File: config.mk
export PLATFORM = sky130hd
export DESIGN_NAME = product_accumulator
export DESIGN_NICKNAME = d
export VERILOG_FILES = /design/src/rtl/product_accumulator.sv
export SDC_FILE = /design/constraint.sdc
export NUM_CORES = 1
export LEC_CHECK = 0
export CAP_MARGIN = 15
export CORE_MARGIN = 4
export CORE_UTILIZATION = 30
export CTS_BUF_LIST = sky130_fd_sc_hd__clkbuf_8
export CTS_CLUSTER_DIAMETER = 200
export CTS_CLUSTER_SIZE = 40
export DETAILED_ROUTE_END_ITERATION = 6
export HOLD_SLACK_MARGIN = 0.03
export MAX_ROUTING_LAYER = met4
export PLACE_DENSITY = 0.48
export SETUP_SLACK_MARGIN = 0.05
export SYNTH_ARGS = -nofsm -noshare
export SYNTH_HDL_FRONTEND = slang
export SYNTH_SLANG_ARGS = --single-unit
File: constraint.sdc
create_clock -name CLK_i -period 8.66 [get_ports CLK_i]
set_input_delay 1.732 -clock CLK_i [delete_from_list [all_inputs] [get_ports CLK_i]]
set_output_delay 1.732 -clock CLK_i [all_outputs]
set_load 0.02 [all_outputs]
File: src/rtl/product_accumulator.sv
// product_accumulator: sums a sequence of 1..2^LEN_W signed 64-bit products
// into a guarded accumulator and hands the result downstream with a
// valid/ready handshake. The accumulator never wraps internally, and OVF_o
// flags a result outside the signed 64-bit range.
// Optional feature macro: PRODUCT_ACC_SAT_EN
//   defined   -> DOUT_o is saturated to the signed 64-bit range
//   undefined -> DOUT_o is the low 64 bits of the accumulator (wrapped)
module product_accumulator #(
  parameter int LEN_W = 8
) (
  input  logic             CLK_i,
  input  logic             RSTN_i,
  input  logic             CLR_i,
  input  logic [LEN_W-1:0] LEN_i,
  input  logic [63:0]      PROD_i,
  input  logic             PVALID_i,
  output logic             PREADY_o,
  output logic [63:0]      DOUT_o,
  output logic             OVF_o,
  output logic             DVALID_o,
  input  logic             DREADY_i,
  output logic             BUSY_o
);

  localparam int ACC_W = 64 + LEN_W;

  typedef enum logic [1:0] {
    IDLE  = 2'd0,
    ACCUM = 2'd1,
    DONE  = 2'd2
  } state_t;

  state_t             state_q;
  state_t             state_d;
  logic [ACC_W-1:0]   acc_q;
  logic [LEN_W-1:0]   cnt_q;
  logic [LEN_W-1:0]   len_q;
  logic               dvalid_q;

  logic               take;
  logic [LEN_W-1:0]   cnt_inc;
  logic [ACC_W-1:0]   prod_ext;
  logic               acc_ovf;

  // The handshake qualifiers; reset and clear both block acceptance.
  assign PREADY_o = RSTN_i && !CLR_i && (state_q != DONE);
  assign take     = PVALID_i && PREADY_o;
  assign cnt_inc  = cnt_q + LEN_W'(1);
  assign prod_ext = {{LEN_W{PROD_i[63]}}, PROD_i};

  // The result fits in 64 signed bits only when every guard bit equals bit 63.
  assign acc_ovf  = !((&acc_q[ACC_W-1:63]) || !(|acc_q[ACC_W-1:63]));

  // Registered FSM state.
  always_ff @(posedge CLK_i or negedge RSTN_i) begin
    if (!RSTN_i) begin
      state_q <= IDLE;
    end else begin
      state_q <= state_d;
    end
  end

  // Next-state logic: a clear always wins and returns to IDLE.
  always_comb begin
    state_d = state_q;
    if (CLR_i) begin
      state_d = IDLE;
    end else begin
      case (state_q)
        IDLE: begin
          if (take) begin
            state_d = (LEN_i == '0) ? DONE : ACCUM;
          end
        end
        ACCUM: begin
          if (take && (cnt_inc == len_q)) begin
            state_d = DONE;
          end
        end
        DONE: begin
          if (DREADY_i) begin
            state_d = IDLE;
          end
        end
        default: begin
          state_d = IDLE;
        end
      endcase
    end
  end

  // Accumulator, term counter, latched length and registered result-valid.
  always_ff @(posedge CLK_i or negedge RSTN_i) begin
    if (!RSTN_i) begin
      acc_q    <= '0;
      cnt_q    <= '0;
      len_q    <= '0;
      dvalid_q <= 1'b0;
    end else begin
      dvalid_q <= (state_d == DONE);
      if (CLR_i) begin
        acc_q <= '0;
        cnt_q <= '0;
        len_q <= '0;
      end else begin
        case (state_q)
          IDLE: begin
            if (take) begin
              acc_q <= prod_ext;
              len_q <= LEN_i;
              cnt_q <= '0;
            end
          end
          ACCUM: begin
            if (take) begin
              acc_q <= acc_q + prod_ext;
              cnt_q <= cnt_inc;
            end
          end
          DONE: begin
            if (DREADY_i) begin
              acc_q <= '0;
            end
          end
          default: begin
            acc_q <= '0;
            cnt_q <= '0;
          end
        endcase
      end
    end
  end

`ifdef PRODUCT_ACC_SAT_EN
  // Clamp the result to the signed 64-bit range when it overflows.
  always_comb begin
    DOUT_o = acc_q[63:0];
    if (acc_ovf) begin
      DOUT_o = acc_q[ACC_W-1] ? 64'h8000_0000_0000_0000 : 64'h7FFF_FFFF_FFFF_FFFF;
    end
  end
`else
  // Present the low 64 bits of the accumulator; overflow wraps.
  always_comb begin
    DOUT_o = acc_q[63:0];
  end
`endif

  assign OVF_o    = dvalid_q && acc_ovf;
  assign DVALID_o = dvalid_q;
  assign BUSY_o   = (state_q != IDLE);

endmodule

* Word level (Yosys, flattened, before mapping)
Cells that the tools add are included.
** Storage, ports and cells
- Register bits :: 91
- Input port bits :: 77
- Output and inout bits :: 68
** Cells by class
- Multiplexer cells :: 18
- Reduce and logical (&&, ||, !) cells :: 19
- Equal/unequal tests :: 9
- Add/subtract/negate cells :: 2
** Operator list (number)
- $mux 72 :: 4
- $pmux 72 s3 :: 1
- $add 72x72->72 :: 1
- $mux 8 :: 6
- $pmux 8 s3 :: 1
- $mux 2 :: 5
- $ne 3x3->1 const B :: 3
- $reduce_and 9->1 :: 1
- $reduce_or 9->1 :: 1
- $add 8x1->8 const B :: 1
- $eq 8x8->1 :: 1
- $logic_not 8->1 :: 1
- $pmux 2 s3 :: 1
- $reduce_and 3->1 :: 2
- $reduce_bool 2->1 :: 3
- $logic_and 1x1->1 :: 5
- $eq 2x2->1 const B :: 2
- $ne 2x2->1 const B :: 2
- $logic_not 1->1 :: 3
- $eq 2x1->1 const B :: 1
- $logic_not 2->1 :: 1
- $reduce_and 2->1 :: 1
- $logic_or 1x1->1 :: 1

* Logic depth before layout (Yosys ltp)
- Depth after elaboration :: 9
- Mapped depth :: 12
- Gate-level depth less buffers :: 12

* Worst setup path after synthesis
OpenSTA, ideal clock, no wires.
- Path type :: in2reg
- From :: input PROD_i[0]
- To :: register acc_q[68]
- Arrival :: 4.081 ns
- Setup time :: 0.132 ns
- Slack :: 4.447 ns
- Stages on the path :: 12
- Path buffers :: 0
- Cells stage by stage :: ha_1 fa_1 a21oi_1 o21ai_1 a21oi_1 nor4_1 o31ai_1 nand4_1 a21oi_1 o21ai_0 nand4_1 or3b_1
** On the way
- Word-level cells in the longest chain between the ends :: 4
** RTL lines
- start, declared :: line 15 : input logic [63:0] PROD_i,
- $add 72x72->72 :: line 116 : acc_q <= acc_q + prod_ext;
- $mux 72 :: line 115 : if (take) begin
- $pmux 72 s3 :: line 106 : case (state_q)
- $mux 72 :: line 101 : if (CLR_i) begin
- end signal, assigned :: line 109 : acc_q <= prod_ext;
- end signal, assigned :: line 116
- end, declared :: line 35 : logic [ACC_W-1:0] acc_q;
Every way passes these cells. The select of a mux whose other input is x is not followed.
A chain may end at the register's enable or synchronous reset.

* Worst setup path after layout
- From :: input CLR_i
- To :: output PREADY_o
** On the way
- Word-level cells in the longest chain between the ends :: 3
** RTL lines
- start, declared :: line 13 : input logic CLR_i,
- $logic_not 1->1 :: line 46 : assign PREADY_o = RSTN_i && !CLR_i && (state_q != DONE);
- $logic_and 1x1->1 (2 in series) :: line 46
- end, declared :: line 17 : output logic PREADY_o,
Every way passes these cells.

==> impl_metrics.py <==
metrics = {
    "outcome": {
        "status": "completed",
    },
    "global_routing": {
        "grt_pass1_wl_mm": 46.85,
        "grt_usage_pct": 17.81,
        "grt_pass1_vias": 8319,
        "grt_max_degree": 76,
        "grt_antenna_before_repair": 0,
        "grt_overflow": 0,
    },
    "worst_setup_path": {
        "rr_startpoint": "acc_q[0]",
        "end_kind": "output port",
        "critPathArrivalTime_ns": 3.46,
        "cp-start-kind": "primary input",
        "crit_type": "in -> out",
        "critPathLaunch": "CLR_i",
        "required_ns": 6.93,
        "path_max_fanout": 15,
    },
    "drt": {
        "routed_wl_mm": 28.90,
        "wl_per_cell_um": 18.53,
        "first_iter_violations": 413,
        "drtAntennaViolNets": 0,
        "avgViaCountPerCell": 5.300,
        "drc": 0,
        "num_vias": 8268,
        "dr.pass1.iters": 5,
    },
    "cells_and_area": {
        "multi_input_area_um2": 5927,
        "diodes": 0,
        "mostFrequentLayoutCells": "clkdlybuf4s50_1, nand2_1, o21ai_0",
        "layout-drive-gt1-share_pct": 4.530,
        "fill_cells": 3111,
        "area_growth_pct": 14.97,
        "final_nets": 1315,
        "layout.cells.most_common": "clkdlybuf4s50_1",
        "regArea_um2": 2278,
    },
    "clock_tree": {
        "cts_buffers": 9,
        "htreeDepth": 3,
        "clock_latency_ns": 0.41,
        "root_buffer": "clkbuf_8",
        "ctsHoldBuffers": 0,
        "clk_pin_slew_worst_paths_ns": 0.09,
        "cts_tree": "done",
        "cts_sinks": 91,
        "clock_path_buffers": 2,
        "cts_resized": 0,
        "post_cts_buffers": 0,
    },
    "min_path": {
        "min-delay-start": "cnt_q[7]",
        "hp-class": "reg -> reg",
    },
    "timing": {
        "setup_tns_ns": 0,
        "tightestPinTransition_ns": 0.9323,
        "slew_headroom_pct": 37.47,
        "finalHoldViolCount": 0,
        "fin_skew_ns": 0.01963,
        "setup_violations": 0,
        "rsz0062_at_grt": "no",
        "slew_viol_final": 0,
        "fmax_ghz": 0.1927,
        "min_period_over_period_pct": 59.93,
        "fin_crit_ns": 5.190,
        "whs_ns": 0.5191,
    },
    "pwr": {
        "p_switching_mw": 0.4841,
        "powerDensity_nw_per_um2": 124.6,
        "comb_power_share_pct": 36.5,
        "cellLeakagePower_nw": 4.588,
        "p_sw_share_pct": 36.96,
        "totalPowerFinal_mw": 1.310,
        "clock_power_share_pct": 27.6,
        "ir_drop_mv": 0.04803,
        "p_int_mw": 0.8258,
        "seqPwrFrac_pct": 35.9,
    },
    "yosys": {
        "yosysUniqueCellTypes": 74,
        "synth_area_um2": 9141,
        "syn_avg_cell_area_um2": 8.104,
        "yosys_warnings": 0,
        "async_flop_share_pct": 100.0,
        "synth_ff_type": "dfrtp_1",
        "synth_area_leaders": "dfrtp_1, ha_1, o21ai_0",
        "syn-num-nets": 1278,
        "synth-seq-area-share_pct": 24.91,
        "syn_inst": 1128,
        "synth_seq_cells": 91,
        "synth_top_area_share_pct": 24.91,
        "synth-edff-count": 0,
        "yosys.area.top_type": "dfrtp_1",
    },
    "die": {
        "pin_count": 145,
        "start_util_pct": 30.60,
        "rows": 63,
        "die_area_um2": 33330,
        "dieHeight_um": 182.6,
        "fp.dieW_um": 182.6,
        "coreArea_um2": 29870,
    },
    "placed_design": {
        "place_congestion": 0.8607,
        "hpwl_mm": 22.16,
        "portBuffers": 144,
    },
    "run": {
        "maxCapViolations": 0,
    },
}
-- power by group through the flow --
stage	clock, mW	sequential (mW)	combinational, mW
after floorplan	0	0.470	0.349
after detailed placement	0	0.479	0.478
final	0.361	0.471	0.478
after global placement	0	0.479	0.479
after CTS	0.370	0.471	0.480
after global routing	0.391	0.475	0.529
-- sequential cells by signal, summed over array words and instances (netlist names) --
name and flops:
acc_q 72, cnt_q 8, len_q 8, state_q 2, DVALID_o 1
-- synthesized netlist by cell type, types with 6 or more instances --
master,count
clkbuf_1,33
or2_2,7
nor3_1,13
nor4_1,9
clkbuf_8,6
o21bai_1,16
a221oi_1,7
xor2_1,39
nand3_1,21
a31oi_1,7
mux2i_1,23
inv_1,25
buf_1,6
dfrtp_1,91
o31ai_1,10
ha_1,72
a21oi_1,102
buf_6,9
a211oi_1,6
nand4_1,31
o21ai_0,113
o21a_1,11
nand2b_1,13
xnor2_1,40
and3_1,9
a21o_1,47
a22oi_1,32
nand2_1,120
buf_4,67
o211ai_1,6
nor2_1,55
or3_1,8
-- worst max-delay path: stages --
cell             delay (ns)
clkdlybuf4s50_1        0.70
nor3b_2                0.37
clkdlybuf4s50_1        0.66
-- routing by layer --
layer	track usage, %	part of all wire [%]	vias to the layer above
li1	-	-	4124
met5	-	0	-
met3	2.591	3.8	18
met4	3.573	1.2	0
met1	24.51	50	3963
met2	28.05	46	163
-- path summary, 6_finish.rpt --
kind / slack [ns] / end / depth (start not counted)
setup / recovery: 3.47 / PREADY_o / 3
hold / removal: 0.52 / cnt_q[7] / 2
setup reg to reg: 5.15 / acc_q[42] / 12
hold reg to reg: 0.52 / cnt_q[7] / 2
max in group asynchronous: 6.14 / acc_q[13] / 2
min in group asynchronous: 1.37 / acc_q[8] / 1
-- per-stage QoR --
stage / util (%) / instances / setup slack (ns) / instance area, µm²
2_1_floorplan: - / 1128 / 4.447 / 9141
3_3_place_gp: 34.42 / 1544 / 3.389 / 10280
3_5_place_dp: 34.42 / 1544 / 3.281 / 10280
4_1_cts: 35.18 / 1560 / 3.471 / 10510
5_1_grt: 35.18 / 1560 / 3.382 / 10510
6_report: 35.18 / 1560 / 3.470 / 10510
-- layout make-up --
cell class	count	share of cell area [%]
Multi-Input combinational cell	886	56.39
Clock inverter	5	0.7262
Clock buffer	11	1.440
Inverter	26	0.9286
Timing Repair Buffer	151	14.19
Sequential cell	91	21.68
Tap cell	390	4.643
-- logic make-up (layout without fill, tap and decap cells) --
group | Yosys count | in the layout | synth area share, %
flip-flops | 91 | 91 | 24.91
buffers and inverters | 151 | 193 | 10.46
adder cells (fa/ha/maj) | 73 | 73 | 10.07
multiplexers | 23 | 23 | 2.518
XOR/XNOR | 79 | 79 | 7.569
AO/OA/AOI/OAI | 394 | 394 | 27.46
AND/OR/NAND/NOR | 317 | 317 | 17.01
(Power assumes the default switching activity.)
